`config.mk`:
```
export PLATFORM = sky130hd
export DESIGN_NAME = acc_8bit
export DESIGN_NICKNAME = d
export VERILOG_FILES = /design/src/rtl/acc_8bit_pkg.sv /design/src/rtl/acc_8bit_add16.sv /design/src/rtl/acc_8bit.sv
export SDC_FILE = /design/constraint.sdc
export NUM_CORES = 1
export LEC_CHECK = 0
export ABC_CLOCK_PERIOD_IN_PS = 4500
export CAP_MARGIN = 20
export CORE_ASPECT_RATIO = 1.2
export CORE_MARGIN = 2
export CORE_UTILIZATION = 42
export DETAILED_ROUTE_END_ITERATION = 8
export PLACE_DENSITY = 0.74
export REMOVE_ABC_BUFFERS = 1
export SKIP_CTS_REPAIR_TIMING = 1
export SLEW_MARGIN = 20
export SYNTH_ARGS = -nofsm -noshare
export SYNTH_HDL_FRONTEND = slang
export SYNTH_SLANG_ARGS = --single-unit
```
`constraint.sdc`:
```
create_clock -name i_clk -period 4.5 [get_ports i_clk]
set_input_delay 0.9 -clock i_clk [delete_from_list [all_inputs] [get_ports i_clk]]
set_output_delay 0.9 -clock i_clk [all_outputs]
set_load 0.05 [all_outputs]
```
`src/rtl/acc_8bit_pkg.sv`:
```
// Shared widths, limits and types for the acc_8bit accumulator.
package acc_8bit_pkg;

    localparam int ACC_IN_W = 8;
    localparam int ACC_W    = 16;

    typedef logic [ACC_IN_W-1:0] acc_in_t;
    typedef logic [ACC_W-1:0]    acc_t;

    localparam acc_t ACC_MAX = 16'hFFFF;

    // Zero-extend an addend to the accumulator width.
    function automatic acc_t acc_zext(input acc_in_t value);
        return {{(ACC_W - ACC_IN_W){1'b0}}, value};
    endfunction

endpackage

```
`src/rtl/acc_8bit_add16.sv`:
```
// 16-bit combinational ripple-carry adder built from per-bit full adders.
// Exposes the carry out of bit 15 so the parent can choose wrap or saturate.
module acc_8bit_add16
    import acc_8bit_pkg::*;
(
    input  acc_t a,
    input  acc_t b,
    output acc_t sum,
    output logic carry_out
);

    logic carry;

    // Ripple the carry through one full adder per bit, LSB first.
    always_comb begin
        // NOTE: every output gets a value before the loop so no path leaves
        // one unassigned (which would infer a latch); blocking '=' is used
        // here because each bit needs the carry produced by the bit below it
        // within the same evaluation.
        sum   = '0;
        carry = 1'b0;
        for (int i = 0; i < ACC_W; i++) begin
            sum[i] = a[i] ^ b[i] ^ carry;
            carry  = (a[i] & b[i]) | (a[i] & carry) | (b[i] & carry);
        end
        carry_out = carry;
    end

endmodule

```
`src/rtl/acc_8bit.sv`:
```
// acc_8bit: adds an unsigned 8-bit input into a 16-bit running sum on each
// enabled clock edge. Synchronous clear via i_init (priority over i_enable),
// asynchronous clear via i_rst_n. o_acc is driven straight from the register.
//
// Build option: define ACC_8BIT_SAT_EN for a saturating add (sticks at
// 16'hFFFF on overflow); otherwise the sum wraps modulo 2^16.
module acc_8bit
    import acc_8bit_pkg::*;
(
    input  logic        i_clk,
    input  logic        i_rst_n,
    input  logic        i_enable,
    input  logic        i_init,
    input  logic [7:0]  i_in,
    output logic [15:0] o_acc
);

    acc_t acc;
    acc_t add_sum;
    acc_t add_result;
    logic add_carry;

    acc_8bit_add16 u_add16 (
        .a         (acc),
        .b         (acc_zext(i_in)),
        .sum       (add_sum),
        .carry_out (add_carry)
    );

`ifdef ACC_8BIT_SAT_EN
    // Clamp to full scale when the add carries out of bit 15.
    assign add_result = add_carry ? ACC_MAX : add_sum;
`else
    // Wrap modulo 2^16: the carry is intentionally discarded.
    logic carry_unused;
    assign carry_unused = add_carry;
    assign add_result   = add_sum;
`endif

    // Accumulator register: async clear, then sync clear, then enabled add.
    always_ff @(posedge i_clk or negedge i_rst_n) begin
        // NOTE: non-blocking '<=' for register state so every flop samples
        // the pre-edge values, independent of statement order.
        if (!i_rst_n) begin
            acc <= '0;
        end else if (i_init) begin
            acc <= '0;
        end else if (i_enable) begin
            acc <= add_result;
        end
    end

    assign o_acc = acc;

endmodule

```
==> results <==
## routing by layer
metal	up-vias	track usage, %	routed length [µm]
met4	0	3.67	0
met2	17	23.5	985
met3	0	4.38	92
met1	348	19.2	772
met5	-	0	0
li1	321	-	-
## where the power goes
part | internal, mW | leakage [nW] | total (mW) | switching [mW]
Combinational | 0.0528 | 0.382 | 0.126 | 0.0729
Sequential | 0.152 | 0.216 | 0.160 | 0.00784
Clock | 0.0310 | 0.0138 | 0.0718 | 0.0408
## stage by stage
stage               TNS (ns)  cell area, µm²
global placement       -6.74            1280
global route           -1.22            1420
finish                -0.634            1420
detailed placement     -7.15            1280
floorplan              -1.81             955
CTS                    -4.60            1300
## path summary, 6_finish.rpt
| check | from | slack, ns | cells after the start | to |
|---|---|---|---|---|
| setup / recovery | i_in[0] | -0.29 | 20 | o_acc[14]$_DFFE_PN0P_ |
| hold / removal | o_acc[15]$_DFFE_PN0P_ | 0.56 | 2 | o_acc[15]$_DFFE_PN0P_ |
| setup reg to reg | o_acc[0]$_DFFE_PN0P_ | -0.03 | 19 | o_acc[14]$_DFFE_PN0P_ |
| hold reg to reg | o_acc[15]$_DFFE_PN0P_ | 0.56 | 2 | o_acc[15]$_DFFE_PN0P_ |
| max in group asynchronous | i_rst_n | 2.98 | 1 | o_acc[6]$_DFFE_PN0P_ |
| min in group asynchronous | i_rst_n | 1.06 | 1 | o_acc[14]$_DFFE_PN0P_ |
## cells in the final DEF, fill, tap and decap left out, types with 2 or more instances in the layout
cell type        instances
clkdlybuf4s50_1         24
dfrtp_1                 16
inv_1                   13
clkbuf_4                 3
ha_4                     8
buf_4                    2
a211oi_2                 7
inv_2                    3
mux2i_1                  8
nor2_1                  15
fa_2                     7
## worst register-to-register path: cells and delay by family, from the launching register on
kind                       cells  cell delay [ns]
buffers and inverters          2             0.10
muxes                          1             0.14
and+or+nand+nor                1             0.06
adders and majority gates     15             3.68
DFF                            1             0.40
## cell type report
cell class,count,share of cell area (%)
inverters,16,4.24
flip-flops and latches,16,28.2
multi-input cells,48,43.2
repair buffers,29,20.0
clock buffers,3,1.59
well taps,31,2.74
## kinds of logic (layout without fill, tap and decap cells)
logic type,Yosys count,in the layout,synth area share (%)
flip-flops,16,16,39.5
AND/OR/NAND/NOR,16,16,6.67
multiplexers,8,8,7.90
adder cells (fa/ha/maj),15,15,23.7
AO/OA/AOI/OAI,9,9,10.5
buffers and inverters,21,48,11.7
==> reports/results.tsv <==
metric	value	unit
io_pins	28	
grt_max_degree	25	
power.density	252	nW/µm²
clock_latency	0.27	ns
cts_made_buffers	3	
required	4.64	ns
max_stage_delay	0.37	ns
whs	0.565	ns
drt_iter0_markers	14	
violations	setup timing	
clockRootBuffer	clkbuf_4	
crit_family	adder cells	
rsz0062_at_grt	true	
grt_pass1_vias	681	
nFillCells	201	
syn_avg_cell_area	11.9	µm²
detail-route-antenna-nets	0	
final-setup-viol-count	3	
die_h	57.8	µm
numPortBuffers	27	
fin_ws	-0.293	ns
clk_path_buf_depth	2	
setup.worst_path.start_class	input port	
cts.sinks	16	
die_x	48.8	µm
crit_top_cell	ha_4	
wire_per_inst	12.9	µm
largest_reg_flops	16	
hold_viol	0	
tritoncts	built	
cp-end-kind	register	
syn_inst	85	
core_area	2280	µm²
seq_area_frac_synth	39.5	%
synth_async_sr_flop_share	100	%
max_freq	0.209	GHz
wirelength	1.85	mm
ys_seq_elements	16	
netlist.area_leader.share	39.5	%
crit_slowest_cell	fa_2	
drv_cap	0	
synth_area_leaders	dfrtp_1 40%, fa_1 14%, ha_1 9.9%	
synth_edf_count	0	
netlist.top_cell.by_area	dfrtp_1	
post-route-period-util	107	%
critical_path.max_fanout	1	
min_period	4.79	ns
dp_cells	140	
skew	0.00247	ns
nNetsFinal	141	
regArea	400	µm²
stdcell_count	143	
antenna_found_initial	0	
synth_flop_cell	dfrtp_1	
hold_class	reg2reg	
grt_pass1_wl	3.14	mm
grt_overflow	0	
synth_warnings	0	
synthDistinctLibCells	13	
place.gp.congestion	0.702	
syn-cell-area	1010	µm²
power.leakage	0.611	nW
vias_per_cell	4.80	
power.ir.vdd_worst	0.000234	V
area_delta_synth_final	39.9	%
hpwl	1.31	mm
final_util	62.1	%
slew_headroom	48.9	%
post-place-ws	-1.25	ns
die_area	2820	µm²
grt_usage	14.5	%
fin_total_pwr	358	µW
drc	0	
std_cell_rows	19	
vias	686	
initial_utilization	44.4	%
antennaDiodeCount	0	
first_pass_iters	2	
synth_common_cells	16 x dfrtp_1, 16 x inv_1, 15 x nor2_1, 8 x ha_1, 8 x mux2i_1	
crit_type	in2reg	
crit_path_cell_trace	buf_6, ha_4, inv_2, fa_2, fa_2, fa_2, fa_2, fa_2, fa_2, fa_2, inv_2, ha_4, ha_4, ha_4, ha_4, ha_4, ha_4, ha_4, mux2i_1, nor2_1	
htreeDepth	1	
clk_pin_slew_worst_paths	0.09	ns
critical_path_buf_inv_count	3	
tightest_slew	0.765	ns
layout-drive-gt1-share	31.3	%
report.final.slew_viol_count	0	
status	complete, but fails checks	
multiInputGateArea	612	µm²
arrival	4.93	ns
No activity file was read; power rests on OpenSTA's default activity.
